`config.mk`:
```
export PLATFORM = sky130hd
export DESIGN_NAME = id_ex_stage
export DESIGN_NICKNAME = d
export VERILOG_FILES = /design/src/rtl/id_ex_stage.sv
export SDC_FILE = /design/constraint.sdc
export NUM_CORES = 1
export LEC_CHECK = 0
export ABC_AREA = 1
export CORE_ASPECT_RATIO = 0.5
export CORE_MARGIN = 2
export CORE_UTILIZATION = 35
export DETAILED_ROUTE_END_ITERATION = 8
export PLACE_DENSITY = 0.84
export SLEW_MARGIN = 25
export SYNTH_ARGS = -nofsm -noshare
export SYNTH_HDL_FRONTEND = slang
export SYNTH_SLANG_ARGS = --single-unit
```
`constraint.sdc`:
```
create_clock -name CLK -period 7.8 [get_ports CLK]
set_clock_uncertainty 0.2 [all_clocks]
set_input_delay 0.78 -clock CLK [delete_from_list [all_inputs] [get_ports CLK]]
set_output_delay 0.78 -clock CLK [all_outputs]
set_load 0.02 [all_outputs]
```
`src/rtl/id_ex_stage.sv`:
```
// ID/EX pipeline register with load-use bubble injection and flush squashing.
// Optional hazard unit: define ID_EX_LOAD_USE_STALL_EN to enable Stall/StallCount.
module id_ex_stage (
  input  logic        CLK,
  input  logic        Reset,
  input  logic        RegDst,
  input  logic        ALUSrc1,
  input  logic        ALUSrc2,
  input  logic        MemToReg,
  input  logic        RegWrite,
  input  logic        MemRead,
  input  logic        MemWrite,
  input  logic        Branch,
  input  logic        Jump,
  input  logic        SignExtend,
  input  logic        Jal,
  input  logic        Jr,
  input  logic [3:0]  ALUOp,
  input  logic [31:0] Instruction,
  input  logic [31:0] PCPlus4,
  input  logic [31:0] BusA,
  input  logic [31:0] BusB,
  input  logic        Flush,
  output logic        ex_RegWrite,
  output logic        ex_MemRead,
  output logic        ex_MemWrite,
  output logic        ex_MemToReg,
  output logic        ex_Branch,
  output logic        ex_Jump,
  output logic        ex_Jal,
  output logic        ex_Jr,
  output logic        ex_ALUSrc1,
  output logic        ex_ALUSrc2,
  output logic [3:0]  ex_ALUOp,
  output logic [31:0] ex_BusA,
  output logic [31:0] ex_BusB,
  output logic [31:0] ex_Imm32,
  output logic [31:0] ex_PCPlus4,
  output logic [4:0]  ex_Shamt,
  output logic [4:0]  ex_Rs,
  output logic [4:0]  ex_Rt,
  output logic [4:0]  ex_Rw,
  output logic        Stall,
  output logic [15:0] StallCount
);

  logic [9:0]  r_ctrl;
  logic [3:0]  r_alu_op;
  logic [31:0] r_bus_a;
  logic [31:0] r_bus_b;
  logic [31:0] r_imm32;
  logic [31:0] r_pc_plus4;
  logic [4:0]  r_shamt;
  logic [4:0]  r_rs;
  logic [4:0]  r_rt;
  logic [4:0]  r_rw;

  logic [9:0]  w_ctrl;
  logic [31:0] w_imm32;
  logic [4:0]  w_rw;
  logic        w_bubble;

  assign w_ctrl  = {RegWrite, MemRead, MemWrite, MemToReg, Branch,
                    Jump, Jal, Jr, ALUSrc1, ALUSrc2};
  assign w_imm32 = {{16{SignExtend & Instruction[15]}}, Instruction[15:0]};
  assign w_rw    = Jal ? 5'd31 : (RegDst ? Instruction[15:11] : Instruction[20:16]);

`ifdef ID_EX_LOAD_USE_STALL_EN
  logic        w_rs_used;
  logic        w_rt_used;
  logic        w_hazard;
  logic [15:0] r_stall_count;

  // J and JAL carry a target in the rs field; only R-type, SW and BEQ read rt.
  assign w_rs_used = ~(Jump & ~Jr);
  assign w_rt_used = (Instruction[31:26] == 6'b000000) ||
                     (Instruction[31:26] == 6'b101011) ||
                     (Instruction[31:26] == 6'b000100);
  assign w_hazard  = r_ctrl[8] && (r_rw != 5'd0) &&
                     ((w_rs_used && (Instruction[25:21] == r_rw)) ||
                      (w_rt_used && (Instruction[20:16] == r_rw)));
  assign Stall      = w_hazard & ~Flush;
  assign StallCount = r_stall_count;

  always_ff @(posedge CLK or posedge Reset) begin
    if (Reset) begin
      r_stall_count <= 16'd0;
    end else if (Stall && (r_stall_count != 16'hFFFF)) begin
      r_stall_count <= r_stall_count + 16'd1;
    end
  end
`else
  logic w_unused_opcode;
  assign w_unused_opcode = ^Instruction[31:26];
  assign Stall      = 1'b0;
  assign StallCount = 16'd0;
`endif

  assign w_bubble = Flush | Stall;

  // Bubbles clear only control and the destination; data fields load regardless.
  always_ff @(posedge CLK or posedge Reset) begin
    if (Reset) begin
      r_ctrl     <= 10'd0;
      r_alu_op   <= 4'b0000;
      r_bus_a    <= 32'd0;
      r_bus_b    <= 32'd0;
      r_imm32    <= 32'd0;
      r_pc_plus4 <= 32'd0;
      r_shamt    <= 5'd0;
      r_rs       <= 5'd0;
      r_rt       <= 5'd0;
      r_rw       <= 5'd0;
    end else begin
      r_ctrl     <= w_bubble ? 10'd0   : w_ctrl;
      r_alu_op   <= w_bubble ? 4'b0000 : ALUOp;
      r_rw       <= w_bubble ? 5'd0    : w_rw;
      r_bus_a    <= BusA;
      r_bus_b    <= BusB;
      r_imm32    <= w_imm32;
      r_pc_plus4 <= PCPlus4;
      r_shamt    <= Instruction[10:6];
      r_rs       <= Instruction[25:21];
      r_rt       <= Instruction[20:16];
    end
  end

  assign {ex_RegWrite, ex_MemRead, ex_MemWrite, ex_MemToReg, ex_Branch,
          ex_Jump, ex_Jal, ex_Jr, ex_ALUSrc1, ex_ALUSrc2} = r_ctrl;
  assign ex_ALUOp   = r_alu_op;
  assign ex_BusA    = r_bus_a;
  assign ex_BusB    = r_bus_b;
  assign ex_Imm32   = r_imm32;
  assign ex_PCPlus4 = r_pc_plus4;
  assign ex_Shamt   = r_shamt;
  assign ex_Rs      = r_rs;
  assign ex_Rt      = r_rt;
  assign ex_Rw      = r_rw;

endmodule
```
==> key figures <==
Clock tree
  • Post-CTS sizing: 0
  • CTS H-tree lvls: 4
  • CTS tree: yes
  • CTS root buf: clkbuf_16
  • # hold bufs at CTS: 0
  • Clock Tree Buf Depth: 2
  • CTS buffer count: 17
  • Post-CTS Setup Inserts: 0
  • Clock sink count: 142
  • Clock slew at reported path FFs: 0.06 ns

GRT
  • Largest net degree at the start of global routing: 89
  • Grt ovf: 0
  • First-pass GRT wire length: 17,000 µm
  • Global Route Usage Sum: 18.9%
  • Vias in the first global route: 2,898
  • Initial antenna violation count: 0

Pwr
  • Internal: 1.40 mW
  • Clk pwr share: 43.5%
  • Logic gate share of total power: 13.7%
  • Overall power: 1.84 mW
  • Leak: 3.39 nW
  • VDD IR-drop max: 0.000207 V
  • Switch share: 24.0%
  • Power density over the cells: 239 mW/mm²
  • Switching Power: 0.441 mW
  • Flop pwr share: 42.8%

Placed design
  • DP Wirelength: 9520 µm
  • Cells after DPL: 682
  • Placed Area: 0.00708 mm²
  • Port Buffer Count: 302
  • Gpl congestion: 0.772
  • Worst slack, placed: 5.00 ns

Outcome
  • Status: finished, final reports clean

Yosys
  • FF+latch count, synth: 142
  • Yosys warns: 0
  • Mean post-synth cell area: 16.8 µm²
  • Synth area leaders: dfrtp_1 87%, buf_4 6.8%, nor2_1 2.7%
  • Largest family of logic cells by synthesized area: buffers and inverters
  • Post-synthesis compound-gate area fraction: 0%
  • Post-Synth Simple-Gate Area: 3.66%
  • Post-synthesis adder-cell area fraction: 0%
  • Yosys cell types: 7
  • Mapped cell area: 0.00410 mm²
  • Post-Synth XOR/XNOR Area: 0%
  • Synth Instances: 244
  • Synth area leader: dfrtp_1
  • Mux cell area share after synthesis: 0%
  • Sequential element share of the synthesized area: 86.7%
  • Area share of the largest cell type after synthesis: 86.7%

STA
  • Minimum clock period after layout: 2.67 ns
  • Final Hold Vio Count: 0
  • Hold WS: 0.617 ns
  • Max Slew Vio Count: 0
  • Max transition margin: 48.7%
  • Fmax: 374 MHz
  • TNS Setup: 0 ns
  • Worst Tran Pin Value: 0.769 ns
  • Setup ws final: 5.13 ns
  • Setup-failing EPs final: 0
  • Tcrit/Tclk final: 34.2%
  • RSZ-0062 raised after global routing: no

Final layout
  • Fill cells: 806
  • Post-layout util: 68.5%
  • P&R area growth vs syn: 87.4%
  • Final Instance Count excl. Fillers: 714
  • Layout cells sized above 1: 5.95%
  • Antenna cell count: 0
  • Final instance area: 0.00768 mm²
  • Nets: 689

Critical path
  • Critical path arrival: 1.69 ns
  • Levels on crit path: 1
  • Crit-path cells: clkdlybuf4s50_1
  • CP Capture Type: output pin
  • CP Launch Type: flip-flop
  • Worst path max stage delay: 0.70 ns
  • Crit path to: ex_Imm32[21]
  • Crit path launch: ex_Imm32[16]
  • Crit path max fanout: 16
  • Worst path slowest cell: clkdlybuf4s50_1
  • Buf/Inv on CP: 1
  • CP top delay family: buffers and inverters
  • Kind of critical path: reg -> out
  • WP data required: 6.82 ns

Floorplan
  • Placement Rows: 27
  • Initial core utilization: 36.5%
  • Die height: 80.5 µm
  • Core area: 0.0112 mm²
  • I/O pin cnt: 326
  • Die area: 0.0126 mm²
  • Die width: 157 µm

Detailed routing
  • DRT Pass-1 Iters: 4
  • Vias per inst: 3.86
  • WL per Instance: 16.7 µm
  • Initial DRC Count: 97
  • DR vias: 2,755
  • Post-route DRC: 0
  • Post-route ant nets: 0
  • Routed WL: 12,000 µm

Worst hold path
  • Worst hold path class: in -> reg
  • Min-Delay Path Depth: 1

Job
  • Max Cap Viol: 0
## worst min-delay path by stage
stage                                from             end  slack [ns]
final                         PCPlus4[27]  ex_PCPlus4[27]        0.62
after global routing             BusA[28]     ex_BusA[28]        0.59
after CTS                        BusB[27]     ex_BusB[27]        0.60
after detailed placement   Instruction[4]     ex_Imm32[4]        1.03
after global placement    Instruction[23]        ex_Rs[2]        1.02
after floorplan                   BusA[0]      ex_BusA[0]        0.61
## flip-flops by register name (all words and copies together), names as in the netlist
name / count
ex_Imm32: 13
r_ctrl: 10
ex_ALUOp: 4
ex_BusB: 32
ex_Rs: 5
ex_BusA: 32
ex_Rw: 5
ex_Shamt: 4
ex_PCPlus4: 32
ex_Rt: 5
## power by group through the flow
stage / clock network, mW / logic, mW / registers [mW]
finish: 0.800 / 0.252 / 0.787
floorplan: 0 / 0.0488 / 0.850
global route: 0.859 / 0.265 / 0.790
detailed placement: 0 / 0.255 / 0.800
CTS: 0.822 / 0.255 / 0.787
global placement: 0 / 0.251 / 0.798
## cell families after synthesis
logic type	Yosys count
buffers and inverters	61
flip-flops	142
other	1
AND/OR/NAND/NOR	40
## Yosys cell counts
cell	count
nor2_1	29
buf_6	3
dfrtp_1	142
inv_1	21
buf_4	37
conb_1	1
nand2_1	11
## per-layer routing
layer,wire (µm),GRT usage [%],part of all wire (%)
met2,6770,35.8,57
met4,247,7.00,2.1
met1,4420,20.4,37
met5,0,0,0
met3,514,5.34,4.3
## final cells by class
| cell class | count | area, µm² | share of cell area [%] |
|---|---|---|---|
| Clock buffer | 19 | 443 | 5.77 |
| Clock inverter | 13 | 155 | 2.02 |
| Inverter | 21 | 83.8 | 1.09 |
| Multi-Input combinational cell | 57 | 214 | 2.79 |
| Sequential cell | 142 | 3550 | 46.3 |
| Tap cell | 159 | 199 | 2.59 |
| Timing Repair Buffer | 303 | 3030 | 39.5 |
## layout by cell type (no fill, tap or decap), drive strengths merged
cell           count
nand2             11
bufinv             2
dfrtp            142
clkdlybuf4s50    302
clkinv             3
conb              17
inv               26
clkbuf            19
clkinvlp           3
buf                1
nor2              29
(Power assumes the default switching activity.)
